$ cat src/rtl/step_ctrl_pkg.sv
`default_nettype none
// ============================================================================
// Module      : step_ctrl_pkg
// Description : Shared types and constants for the CPU step controller.
//               - state_t     : controller state encoding
//                               (HALT=0, RUN=1, STEP=2, BURST=3)
//               - DIV_WIDTH   : prescaler counter / divisor width
//               - DIV_DEFAULT : divisor value loaded at reset
// Revision    : 1.0 - initial release
// ============================================================================
package step_ctrl_pkg;

    localparam int DIV_WIDTH = 25;
    localparam logic [DIV_WIDTH-1:0] DIV_DEFAULT = 25'd13500000;

    typedef enum logic [1:0] {
        ST_HALT  = 2'd0,
        ST_RUN   = 2'd1,
        ST_STEP  = 2'd2,
        ST_BURST = 2'd3
    } state_t;

endpackage : step_ctrl_pkg
`default_nettype wire

$ cat src/rtl/cpu_step_controller_if.sv
`default_nettype none
// ============================================================================
// Module      : cpu_step_controller_if
// Description : Request / status bundle of the CPU step controller.
//               master : drives run/step/burst requests and divisor loads,
//                        observes cpu_ce, busy, state_o, burst_done.
//               slave  : the controller side (opposite directions).
//               Optional macro STEP_COUNTER_EN adds the 32-bit tick_count.
// Ports       : none (signal container only)
// Revision    : 1.0 - initial release
// ============================================================================
interface cpu_step_controller_if #(
    parameter int DIV_WIDTH = step_ctrl_pkg::DIV_WIDTH
) ();

    logic                 run_req;
    logic                 step_req;
    logic                 burst_req;
    logic [7:0]           burst_len;
    logic                 div_load;
    logic [DIV_WIDTH-1:0] div_value;
    logic                 cpu_ce;
    logic                 busy;
    logic [1:0]           state_o;
    logic                 burst_done;
`ifdef STEP_COUNTER_EN
    logic [31:0]          tick_count;
`endif

    modport master (
        output run_req, step_req, burst_req, burst_len, div_load, div_value,
        input  cpu_ce, busy, state_o, burst_done
`ifdef STEP_COUNTER_EN
        , input tick_count
`endif
    );

    modport slave (
        input  run_req, step_req, burst_req, burst_len, div_load, div_value,
        output cpu_ce, busy, state_o, burst_done
`ifdef STEP_COUNTER_EN
        , output tick_count
`endif
    );

endinterface : cpu_step_controller_if
`default_nettype wire

$ cat src/rtl/step_tick_gen.sv
`default_nettype none
// ============================================================================
// Module      : step_tick_gen
// Description : Prescaler. Counts up while enabled and produces a tick in
//               the cycle the count equals div_reg, then wraps to 0, giving
//               one tick every div_reg+1 enabled cycles. The count is held
//               at 0 while disabled and forced to 0 by clear.
// Ports       : clk_in   - clock (posedge)
//               reset_in - asynchronous active-high reset
//               enable   - count enable (controller in RUN or BURST)
//               clear    - synchronous counter clear (divisor reload)
//               div_reg  - current divisor
//               tick     - combinational tick, valid while enabled
// Revision    : 1.0 - initial release
// ============================================================================
module step_tick_gen #(
    parameter int WIDTH = 25
) (
    input  wire logic             clk_in,
    input  wire logic             reset_in,
    input  wire logic             enable,
    input  wire logic             clear,
    input  wire logic [WIDTH-1:0] div_reg,
    output logic                  tick
);

    localparam logic [WIDTH-1:0] c_one = {{(WIDTH-1){1'b0}}, 1'b1};

    logic [WIDTH-1:0] r_count;

    assign tick = enable && (r_count == div_reg);

    always_ff @(posedge clk_in or posedge reset_in) begin
        if (reset_in) begin
            r_count <= '0;
        end else if (clear || !enable || tick) begin
            r_count <= '0;
        end else begin
            r_count <= r_count + c_one;
        end
    end

endmodule : step_tick_gen
`default_nettype wire

$ cat src/rtl/cpu_step_controller.sv
`default_nettype none
// ============================================================================
// Module      : cpu_step_controller
// Description : Generates a one-cycle CPU clock-enable (cpu_ce) in free-run,
//               single-step or counted-burst mode, paced by a programmable
//               prescaler (tick period = divisor + 1 cycles).
// Ports       : clk_in   - clock (posedge)
//               reset_in - asynchronous active-high reset
//               bus      - cpu_step_controller_if.slave:
//                   run_req, step_req, burst_req, burst_len[7:0],
//                   div_load, div_value[DIV_WIDTH-1:0]          (inputs)
//                   cpu_ce, busy, state_o[1:0], burst_done      (outputs)
//                   tick_count[31:0]  (only with STEP_COUNTER_EN)
// Macro       : STEP_COUNTER_EN - adds a 32-bit count of cpu_ce pulses.
// Revision    : 1.0 - initial release
// ============================================================================
module cpu_step_controller #(
    parameter int                   DIV_WIDTH   = step_ctrl_pkg::DIV_WIDTH,
    parameter logic [DIV_WIDTH-1:0] DIV_DEFAULT = step_ctrl_pkg::DIV_DEFAULT
) (
    input  wire logic            clk_in,
    input  wire logic            reset_in,
    cpu_step_controller_if.slave bus
);

    import step_ctrl_pkg::*;

    state_t               r_state;
    logic [DIV_WIDTH-1:0] r_div_reg;
    logic [7:0]           r_remaining;
    logic                 r_cpu_ce;
    logic                 r_burst_done;

    logic                 w_tick;
    logic                 w_tick_ok;
    logic                 w_presc_en;

    assign w_presc_en = (r_state == ST_RUN) || (r_state == ST_BURST);
    // A divisor reload in the same cycle as a tick swallows that tick.
    assign w_tick_ok  = w_tick && !bus.div_load;

    step_tick_gen #(
        .WIDTH (DIV_WIDTH)
    ) u_tick_gen (
        .clk_in   (clk_in),
        .reset_in (reset_in),
        .enable   (w_presc_en),
        .clear    (bus.div_load),
        .div_reg  (r_div_reg),
        .tick     (w_tick)
    );

    always_ff @(posedge clk_in or posedge reset_in) begin
        if (reset_in) begin
            r_state      <= ST_HALT;
            r_div_reg    <= DIV_DEFAULT;
            r_remaining  <= 8'd0;
            r_cpu_ce     <= 1'b0;
            r_burst_done <= 1'b0;
        end else begin
            r_cpu_ce     <= 1'b0;
            r_burst_done <= 1'b0;

            if (bus.div_load) begin
                r_div_reg <= bus.div_value;
            end

            case (r_state)
                ST_HALT: begin
                    if (bus.run_req) begin
                        r_state <= ST_RUN;
                    end else if (bus.step_req) begin
                        r_state <= ST_STEP;
                    end else if (bus.burst_req && (bus.burst_len != 8'd0)) begin
                        r_state     <= ST_BURST;
                        r_remaining <= bus.burst_len;
                    end
                end

                ST_RUN: begin
                    // Dropping run_req wins over any tick in the same cycle.
                    if (!bus.run_req) begin
                        r_state <= ST_HALT;
                    end else if (w_tick_ok) begin
                        r_cpu_ce <= 1'b1;
                    end
                end

                ST_STEP: begin
                    r_cpu_ce <= 1'b1;
                    r_state  <= ST_HALT;
                end

                ST_BURST: begin
                    if (w_tick_ok) begin
                        r_cpu_ce    <= 1'b1;
                        r_remaining <= r_remaining - 8'd1;
                        if (r_remaining == 8'd1) begin
                            r_burst_done <= 1'b1;
                            r_state      <= ST_HALT;
                        end
                    end
                end

                default: begin
                    r_state <= ST_HALT;
                end
            endcase
        end
    end

    assign bus.cpu_ce     = r_cpu_ce;
    assign bus.burst_done = r_burst_done;
    assign bus.state_o    = r_state;
    assign bus.busy       = (r_state != ST_HALT);

`ifdef STEP_COUNTER_EN
    logic [31:0] r_tick_count;

    // Counts the registered pulse, so it trails cpu_ce by one cycle.
    always_ff @(posedge clk_in or posedge reset_in) begin
        if (reset_in) begin
            r_tick_count <= 32'd0;
        end else if (r_cpu_ce) begin
            r_tick_count <= r_tick_count + 32'd1;
        end
    end

    assign bus.tick_count = r_tick_count;
`endif

endmodule : cpu_step_controller
`default_nettype wire

$ cat src/flat_wrapper.sv
// flat-port wrapper written by rule: the top's interface ports become plain ports
module cpu_step_controller_flat import step_ctrl_pkg::*;
#(
    parameter int                   DIV_WIDTH   = step_ctrl_pkg::DIV_WIDTH,
    parameter logic [DIV_WIDTH-1:0] DIV_DEFAULT = step_ctrl_pkg::DIV_DEFAULT
)
  (clk_in, reset_in, bus_run_req, bus_step_req, bus_burst_req, bus_burst_len, bus_div_load, bus_div_value, bus_cpu_ce, bus_busy, bus_state_o, bus_burst_done);
  cpu_step_controller_if #(.DIV_WIDTH(DIV_WIDTH)) bus_i ();
  input  wire logic clk_in;
  input  wire logic reset_in;
  input wire logic [$bits(bus_i.run_req)-1:0] bus_run_req;
  input wire logic [$bits(bus_i.step_req)-1:0] bus_step_req;
  input wire logic [$bits(bus_i.burst_req)-1:0] bus_burst_req;
  input wire logic [$bits(bus_i.burst_len)-1:0] bus_burst_len;
  input wire logic [$bits(bus_i.div_load)-1:0] bus_div_load;
  input wire logic [$bits(bus_i.div_value)-1:0] bus_div_value;
  output wire logic [$bits(bus_i.cpu_ce)-1:0] bus_cpu_ce;
  output wire logic [$bits(bus_i.busy)-1:0] bus_busy;
  output wire logic [$bits(bus_i.state_o)-1:0] bus_state_o;
  output wire logic [$bits(bus_i.burst_done)-1:0] bus_burst_done;
  assign bus_i.run_req = bus_run_req;
  assign bus_i.step_req = bus_step_req;
  assign bus_i.burst_req = bus_burst_req;
  assign bus_i.burst_len = bus_burst_len;
  assign bus_i.div_load = bus_div_load;
  assign bus_i.div_value = bus_div_value;
  assign bus_cpu_ce = bus_i.cpu_ce;
  assign bus_busy = bus_i.busy;
  assign bus_state_o = bus_i.state_o;
  assign bus_burst_done = bus_i.burst_done;
  cpu_step_controller #(.DIV_WIDTH(DIV_WIDTH), .DIV_DEFAULT(DIV_DEFAULT)) u_core (.clk_in(clk_in), .reset_in(reset_in), .bus(bus_i));
endmodule
$ cat config.mk
export PLATFORM = sky130hd
export DESIGN_NAME = cpu_step_controller_flat
export DESIGN_NICKNAME = d
export VERILOG_FILES = /design/src/rtl/step_ctrl_pkg.sv /design/src/rtl/cpu_step_controller_if.sv /design/src/rtl/step_tick_gen.sv /design/src/rtl/cpu_step_controller.sv /design/src/flat_wrapper.sv
export SDC_FILE = /design/constraint.sdc
export NUM_CORES = 1
export LEC_CHECK = 0
export ABC_AREA = 1
export CORE_MARGIN = 4
export CORE_UTILIZATION = 44
export DETAILED_ROUTE_END_ITERATION = 10
export PLACE_DENSITY = 0.65
export SLEW_MARGIN = 30
export SYNTH_ARGS = -nofsm -noshare
export SYNTH_HDL_FRONTEND = slang
export SYNTH_SLANG_ARGS = --single-unit
$ cat constraint.sdc
create_clock -name clk_in -period 2.8 [get_ports clk_in]
set_input_delay 0.42 -clock clk_in [delete_from_list [all_inputs] [get_ports clk_in]]
set_output_delay 0.42 -clock clk_in [all_outputs]
set_load 0.03 [all_outputs]
==> impl_metrics.yaml, run 1 <==
detailed_routing:
  vias: 3377
  first_pass_iters: 5
  routed_wl_mm: 9.49
  post-route-drc-count: 0
  drtIter0Drc: 191
  vias_per_cell: 4.97
  ant_nets: 0
  avgRoutedWirePerCell_um: 14.0
synthesis:
  syn_inst: 523
  synth_flop_cell: "dfrtp_1"
  synth_area_um2: 3700
  synthTopCellsByCount: "nand2_1 (166), nor2_1 (62), inv_1 (59), dfrtp_1 (48), o21ai_0 (36)"
  yosys.cell_count.top_type: "nand2_1"
  yosysTopAreaCell: "dfrtp_1"
  yosysWarnings: 0
  synth_edf_count: 0
  seq_area_frac_synth: 0.424
  synth_cell_type_count: 34
  avgSynthCellArea_um2: 7.07
  synthArstFlopShare: 1.00
  synth-seq-cells: 62
  post-synth-top-area-fraction: 0.325
  ys_top_cells_by_area: "dfrtp_1 (32%), nand2_1 (17%), dfstp_2 (9.9%)"
  synth_nets: 565
min_path:
  hp-class: "input port to async pin"
sta:
  tightest_slew_ps: 525
  skew_ps: 10.2
  rsz0062_at_grt: "no"
  max_clock_freq_mhz: 423
  hold_ws_ps: 453
  setup_viol: 0
  finalHoldViolCount: 0
  period_minus_slack_ps: 2360
  finalMaxSlewViolations: 0
  period_share: 0.844
  relSlewSlack: 0.649
  fin_setup_tns_ps: 0
critical_path:
  crit_required_ps: 2380
  reg2reg_from: "u_core.u_tick_gen.r_count[24]$_DFF_PP0_"
  startpoint_type: "flop"
  rrSetupSlack_ps: 830
  r2r_end: "u_core.u_tick_gen.r_count[3]$_DFF_PP0_"
  cp.arrival_ps: 1940
  worst-r2r-cell-count: 8
  cp-startpoint: "u_core.bus.state_o[0]$_DFFE_PP0P_"
  cp-endpoint: "bus_busy"
  crit_type: "flop to output port"
  cp_max_fo: 10
  critPathCaptureType: "output port"
status:
  status: "finished clean"
power_and_ir_drop:
  ir_drop_mv: 0.388
  power_density_nw_per_um2: 624
  finalPower_mw: 2.77
  p_leak_nw: 2.03
clock_network:
  clockRootBuffer: "clkbuf_8"
  cts_resized: 0
  clock_latency_ps: 350
  post_cts_buffers: 0
  path_clk_slew_ps: 70
  cts_hold_buf: 0
  h-tree-depth: 3
  cts_tree: "yes"
  cts_buffer_depth: 2
  numCtsBuffers: 9
  cts_sinks: 62
finish:
  drive_gt1_frac: 0.110
  nets: 611
  fin_area_um2: 4450
  antenna_cells: 0
  area_growth_pct: 20.2
  utilization: 0.541
grt:
  grt_pass1_vias: 3260
  grt.total_usage: 0.203
  antenna_found_initial: 0
  grt_max_degree: 63
  grt_first_pass_wirelength_mm: 15.6
  grt_overflow_total: 0
place:
  placed_cell_area_um2: 4230
  place_congestion: 0.907
  io_buffers: 43
  dp.final_hpwl_mm: 7.14
floorplan:
  rows: 33
  start_util: 0.450
  die_area_um2: 9940
  fp.coreArea_um2: 8220
  io_pins: 44
  die_w_um: 99.7
  die_y_um: 99.7
flow_run:
  maxCapViolCount: 0
==> worst max-delay path: stages, from the launching register on <==
cell and delay [ps]:
dfrtp_1 510, nor2_1 330, inv_1 140, clkdlybuf4s50_1 620
==> per-stage QoR <==
step	instances	setup slack [ps]
after floorplan	523	862
after global placement	663	806
after detailed placement	663	751
after CTS	679	404
after global routing	679	328
final	679	438
==> cell usage in the layout (no fill, tap or decap), types with 2 or more instances in the layout <==
cell             instances
a31oi_1                  3
xnor2_1                  5
o21ai_0                 36
nand2_2                  5
nor3b_1                  3
or2_2                    2
o22ai_1                  2
clkinv_2                 2
nand4_1                  9
inv_2                   15
xor2_1                  16
clkbuf_8                13
inv_1                   58
nor2_2                   3
nor4_1                   3
nand2_1                166
nand3_2                  2
nand2_4                  2
clkinv_1                 2
dfrtp_1                 48
nor2_1                  62
clkdlybuf4s50_1         43
nor3_1                  13
nand3_1                 26
a21oi_1                  9
ha_1                     3
dfstp_2                 14
==> power breakdown <==
| part | internal (mW) | switching (mW) |
|---|---|---|
| registers | 1.02 | 0.119 |
| logic | 0.286 | 0.479 |
| clock network | 0.506 | 0.363 |
==> kinds of logic after synthesis <==
group / after synthesis / share of synthesized area
compound gates: 54 / 0.0802
xor+xnor: 21 / 0.0497
fa+ha+maj: 3 / 0.0101
buf+inv: 85 / 0.0927
flops: 62 / 0.424
simple gates: 298 / 0.343
==> how the worst min path moves through the flow <==
stage	depth (start not counted)	from	slack (ps)	to
finish	3	reset_in	450	u_core.r_remaining[2]$_DFFE_PP0P_
floorplan	2	u_core.r_remaining[7]$_DFFE_PP0P_	440	u_core.r_remaining[7]$_DFFE_PP0P_
CTS	3	reset_in	470	u_core.r_remaining[2]$_DFFE_PP0P_
global route	3	reset_in	510	u_core.r_remaining[0]$_DFFE_PP0P_
global placement	2	u_core.r_remaining[7]$_DFFE_PP0P_	460	u_core.r_remaining[7]$_DFFE_PP0P_
detailed placement	2	u_core.r_remaining[7]$_DFFE_PP0P_	460	u_core.r_remaining[7]$_DFFE_PP0P_
==> per-layer routing <==
| layer | routed length [um] | vias to the layer above | part of all wire | global-route usage |
|---|---|---|---|---|
| li1 | - | 1731 | - | - |
| met1 | 4630 | 1572 | 0.49 | 0.283 |
| met2 | 4240 | 62 | 0.45 | 0.308 |
| met3 | 454 | 12 | 0.048 | 0.0505 |
| met4 | 166 | 0 | 0.017 | 0.0662 |
| met5 | 0 | - | 0 | 0 |
==> cell type report <==
type	count	area, um2
Clock inverter	3	40.0
Inverter	75	282
Sequential cell	62	1570
Multi-Input combinational cell	376	1790
Timing Repair Buffer	45	458
Fill cell	802	3770
Tap cell	105	131
Clock buffer	13	179
(Power assumes the default switching activity.)
==> inputs of run 2 (changes only) <==
--- a/config.mk
+++ b/config.mk
@@ -9,7 +9,7 @@
 export CORE_MARGIN = 4
 export CORE_UTILIZATION = 44
 export DETAILED_ROUTE_END_ITERATION = 10
-export PLACE_DENSITY = 0.65
+export PLACE_DENSITY = 0.68
 export SLEW_MARGIN = 30
 export SYNTH_ARGS = -nofsm -noshare
 export SYNTH_HDL_FRONTEND = slang
==> constraint.sdc (replaced) <==
create_clock -name clk_in -period 2.05 [get_ports clk_in]
set_input_delay 0.3075 -clock clk_in [delete_from_list [all_inputs] [get_ports clk_in]]
set_output_delay 0.3075 -clock clk_in [all_outputs]
set_load 0.03 [all_outputs]
==> impl_metrics.yaml, run 2 (synthesis gave the netlist of run 1 again) <==
detailed_routing:
  first_pass_iters: 5
  routed_wl_mm: 9.46
  post-route-drc-count: 0
  vias_per_cell: 5.01
  vias: 3425
  top_layer: "met4"
  drtIter0Drc: 238
  dr_wl_met2_mm: 4.31
  avgRoutedWirePerCell_um: 13.8
  wl_met3_um: 534
  drt-met1-wl_mm: 4.34
  ant_nets: 0
critical_path:
  startpoint_type: "flop"
  crit_type: "flop to output port"
  cpLargestDelayFamily: "buffers and inverters"
  cp.arrival_ps: 1570
  path_buf_inv: 2
  cp_slowest_cell: "clkdlybuf4s50_1"
  crit_required_ps: 1740
  worstPathCellList: "buf_4, clkdlybuf4s50_1"
  cp_max_fo: 9
  critPathCaptureType: "output port"
  worst_path_largest_cell_delay_ps: 680
sta:
  tightest_slew_ps: 469
  max_clock_freq_mhz: 532
  period_minus_slack_ps: 1880
  skew_ps: 6.12
  period_share: 0.918
  setup_viol: 0
  finalMaxSlewViolations: 0
  relSlewSlack: 0.687
  fin_setup_tns_ps: 0
  finalHoldViolCount: 0
  rsz0062_at_grt: "no"
clock_network:
  numCtsBuffers: 9
  h-tree-depth: 3
  cts_sinks: 62
  cts_hold_buf: 0
  cts_buffer_depth: 2
  clock_latency_ps: 350
  post_cts_buffers: 0
  path_clk_slew_ps: 70
  clockRootBuffer: "clkbuf_8"
  cts_resized: 2
  cts_tree: "yes"
power_and_ir_drop:
  combPwrFrac: 0.295
  clockPowerShare: 0.306
  switchingPower_mw: 1.32
  ir_drop_mv: 0.573
  seqPwrFrac: 0.399
  internal_power_mw: 2.51
  p_leak_nw: 2.07
  power_density_nw_per_um2: 848
  p_sw_frac: 0.344
grt:
  grt_max_degree: 47
  grt_pass1_vias: 3355
  grt_first_pass_wirelength_mm: 16.3
  grt.total_usage: 0.208
  grt_overflow_total: 0
  antenna_found_initial: 0
finish:
  mostFrequentLayoutCells: "nand2_1 (166), nor2_1 (61), inv_1 (58)"
  layout_commonest_cell: "nand2_1"
  area_growth_pct: 21.9
  nets: 616
  final_cells: 684
  drive_gt1_frac: 0.119
  antenna_cells: 0
  fill_cells: 822
place:
  place_congestion: 0.917
  io_buffers: 43
  dp.final_hpwl_mm: 7.46
  place_inst: 668
floorplan:
  rows: 33
  die_y_um: 99.7
  fp.coreArea_um2: 8220
  die_area_um2: 9940
  io_pins: 44
  start_util: 0.450
  die_w_um: 99.7
min_path:
  hp-class: "input port to async pin"
flow_run:
  maxCapViolCount: 0
status:
  status: "finished clean"
## run 2: worst paths after layout
kind,startpoint,to,slack [ps],depth (start not counted)
setup / recovery,u_core.bus.state_o[0]$_DFFE_PP0P_,bus_state_o[0],170,2
hold / removal,reset_in,u_core.u_tick_gen.r_count[9]$_DFF_PP0_,290,2
setup reg to reg,u_core.u_tick_gen.r_count[1]$_DFF_PP0_,u_core.u_tick_gen.r_count[20]$_DFF_PP0_,200,11
hold reg to reg,u_core.r_div_reg[6]$_DFFE_PP1P_,u_core.r_div_reg[6]$_DFFE_PP1P_,480,2
max in group asynchronous,reset_in,u_core.r_div_reg[15]$_DFFE_PP1P_,1200,3
min in group clk_in,bus_div_value[18],u_core.r_div_reg[18]$_DFFE_PP1P_,460,3
## run 2: layout make-up
type | count | area (um2) | share of cell area
clock inverters | 3 | 40.0 | 0.00888
repair buffers | 50 | 519 | 0.115
flip-flops and latches | 62 | 1570 | 0.348
multi-input cells | 376 | 1790 | 0.397
well taps | 105 | 131 | 0.0291
inverters | 75 | 282 | 0.0624
clock buffers | 13 | 179 | 0.0397
## run 2: stage by stage
step | power, mW | utilization | cell area [um2] | worst slack [ps] | hold WS, ps
3_3_place_gp | 2.66 | 0.522 | 4290 | 275 | 464
2_1_floorplan | 2.29 | - | 3700 | 224 | 404
4_1_cts | 3.84 | 0.549 | 4510 | 162 | 309
5_1_grt | 4.09 | 0.549 | 4510 | 73.5 | 332
3_5_place_dp | 2.68 | 0.522 | 4290 | 225 | 469
6_report | 3.83 | 0.549 | 4510 | 169 | 286
## run 2: per-layer routing
metal | up-vias | track usage
li1 | 1741 | -
met1 | 1567 | 0.280
met2 | 93 | 0.326
met3 | 24 | 0.0575
met4 | 0 | 0.0662
met5 | - | 0
## run 2: power by group through the flow
stage	Clock [mW]	Sequential, mW	Combinational, mW
after detailed placement	0	1.54	1.13
after global routing	1.26	1.55	1.28
after floorplan	0	1.57	0.726
after global placement	0	1.54	1.12
after CTS	1.18	1.53	1.13
final	1.17	1.53	1.13
==> inputs of run 3 (changes only) <==
--- a/config.mk
+++ b/config.mk
@@ -7,10 +7,9 @@
 export LEC_CHECK = 0
 export ABC_AREA = 1
 export CORE_MARGIN = 4
-export CORE_UTILIZATION = 44
+export CORE_UTILIZATION = 50
 export DETAILED_ROUTE_END_ITERATION = 10
-export PLACE_DENSITY = 0.68
-export SLEW_MARGIN = 30
+export PLACE_DENSITY = 0.75
 export SYNTH_ARGS = -nofsm -noshare
 export SYNTH_HDL_FRONTEND = slang
 export SYNTH_SLANG_ARGS = --single-unit
==> impl_metrics.yaml, run 3 (synthesis gave the netlist of run 1 again) <==
floorplan:
  die_area_um2: 8840
  rows: 31
  io_pins: 44
  die_y_um: 94.0
  fp.coreArea_um2: 7210
  start_util: 0.513
  die_w_um: 94.0
clock_network:
  clock_latency_ps: 350
  h-tree-depth: 3
  cts_sinks: 62
  numCtsBuffers: 9
  path_clk_slew_ps: 70
  post_cts_buffers: 0
  cts_tree: "yes"
  cts_buffer_depth: 2
  clockRootBuffer: "clkbuf_8"
sta:
  max_clock_freq_mhz: 549
  period_minus_slack_ps: 1820
  period_share: 0.889
  tightest_slew_ps: 439
  setup_viol: 0
  skew_ps: 9.43
  rsz0062_at_grt: "no"
  finalMaxSlewViolations: 0
  relSlewSlack: 0.705
  finalHoldViolCount: 0
  fin_setup_tns_ps: 0
  worst_slack_ps: 228
  hold_ws_ps: 343
critical_path:
  rrSetupSlack_ps: 240
  worst_path_largest_cell_delay_ps: 700
  cp.arrival_ps: 1510
  cp_slowest_cell: "clkdlybuf4s50_1"
  cpLargestDelayFamily: "buffers and inverters"
  startpoint_type: "flop"
  cp_max_fo: 10
  crit_required_ps: 1740
  reg2reg_from: "u_core.r_div_reg[5]$_DFFE_PP1P_"
  worstPathCellList: "clkdlybuf4s50_1"
  crit_type: "flop to output port"
  worst-r2r-cell-count: 13
  r2r_end: "u_core.r_remaining[5]$_DFFE_PP0P_"
  path_buf_inv: 1
  critPathCaptureType: "output port"
place:
  place_ws_ps: 237
  place_inst: 659
  place_congestion: 0.918
  io_buffers: 43
  dp.final_hpwl_mm: 7.05
grt:
  grt_pass1_vias: 3337
  grt_max_degree: 63
  grt_overflow_total: 0
  antenna_found_initial: 0
  grt.total_usage: 0.230
  grt_first_pass_wirelength_mm: 15.7
detailed_routing:
  vias: 3433
  routed_wl_mm: 9.37
  dr_wl_met2_mm: 4.44
  post-route-drc-count: 0
  drt-met1-wl_mm: 4.22
  vias_per_cell: 5.09
  top_layer: "met4"
  drtIter0Drc: 147
  ant_nets: 0
  wl_met3_um: 494
  avgRoutedWirePerCell_um: 13.9
  first_pass_iters: 5
finish:
  area_growth_pct: 20.1
  layout_commonest_cell: "nand2_1"
  drive_gt1_frac: 0.111
  antenna_cells: 0
  final_cells: 675
  nets: 613
  mostFrequentLayoutCells: "nand2_1 (166), nor2_1 (62), inv_1 (58)"
status:
  status: "finished clean"
min_path:
  hp-class: "input port to async pin"
power_and_ir_drop:
  ir_drop_mv: 0.485
  p_leak_nw: 2.03
  power_density_nw_per_um2: 835
flow_run:
  maxCapViolCount: 0
-- run 3: cell types whose count changed in the layout (fill, tap and decap cells not counted) --
cell,before,now
clkbuf_8,13,10
dlymetal6s2s_1,0,1
dfrtp_1,48,47
dfrtp_2,0,1
clkbuf_1,0,2
buf_12,3,2
buf_4,4,2
nor2_1,61,62
dlygate4sd2_1,1,0
clkinvlp_4,0,1
nor2_2,4,3
-- run 3: metal layers --
| metal | up-vias | global-route usage |
|---|---|---|
| li1 | 1732 | - |
| met4 | 0 | 0.0842 |
| met5 | - | 0 |
| met1 | 1585 | 0.308 |
| met3 | 25 | 0.0505 |
| met2 | 91 | 0.366 |
-- run 3: final cells by class --
| class | count | area [um2] |
|---|---|---|
| inverter | 75 | 282 |
| timing repair buffer | 47 | 488 |
| tap | 99 | 124 |
| sequential | 62 | 1570 |
| clock inverter | 4 | 47.5 |
| fill | 662 | 2770 |
| multi-input combinational | 376 | 1790 |
| clock buffer | 12 | 145 |
-- run 3: how the worst max path moves through the flow --
stage                                            from                           endpoint  slack [ps]  depth (start not counted)
floorplan                                    reset_in    u_core.bus.burst_done$_DFF_PP0_         220                          1
global placement                     bus_burst_len[1]  u_core.r_remaining[0]$_DFFE_PP0P_         270                          8
detailed placement                   bus_burst_len[3]  u_core.r_remaining[7]$_DFFE_PP0P_         240                          8
CTS                 u_core.bus.state_o[0]$_DFFE_PP0P_                           bus_busy          70                          3
global route         u_core.r_div_reg[19]$_DFFE_PP1P_  u_core.r_remaining[6]$_DFFE_PP0P_         110                         13
finish              u_core.bus.state_o[0]$_DFFE_PP0P_                     bus_state_o[0]         230                          1
-- run 3: through the flow --
step                      total power [mW]  area, um2  utilization
after detailed placement              2.65       4250        0.589
after global placement                2.63       4250        0.589
after global routing                  3.96       4440        0.616
final                                 3.71       4440        0.616
after CTS                             3.74       4440        0.616
after floorplan                       2.29       3700            -
-- run 3: timing repair --
action / 4_1_cts / 5_1_grt
gates resized for setup: 1 / 1
hold buffers: 0 / 0
endpoints found under the setup margin: 1 / 1
-- run 3: power by group --
part | internal (mW) | leakage (nW) | switching (mW)
clock | 0.591 | 0.0964 | 0.475
combinational | 0.422 | 1.16 | 0.670
sequential | 1.40 | 0.781 | 0.156
total | 2.41 | 2.03 | 1.30
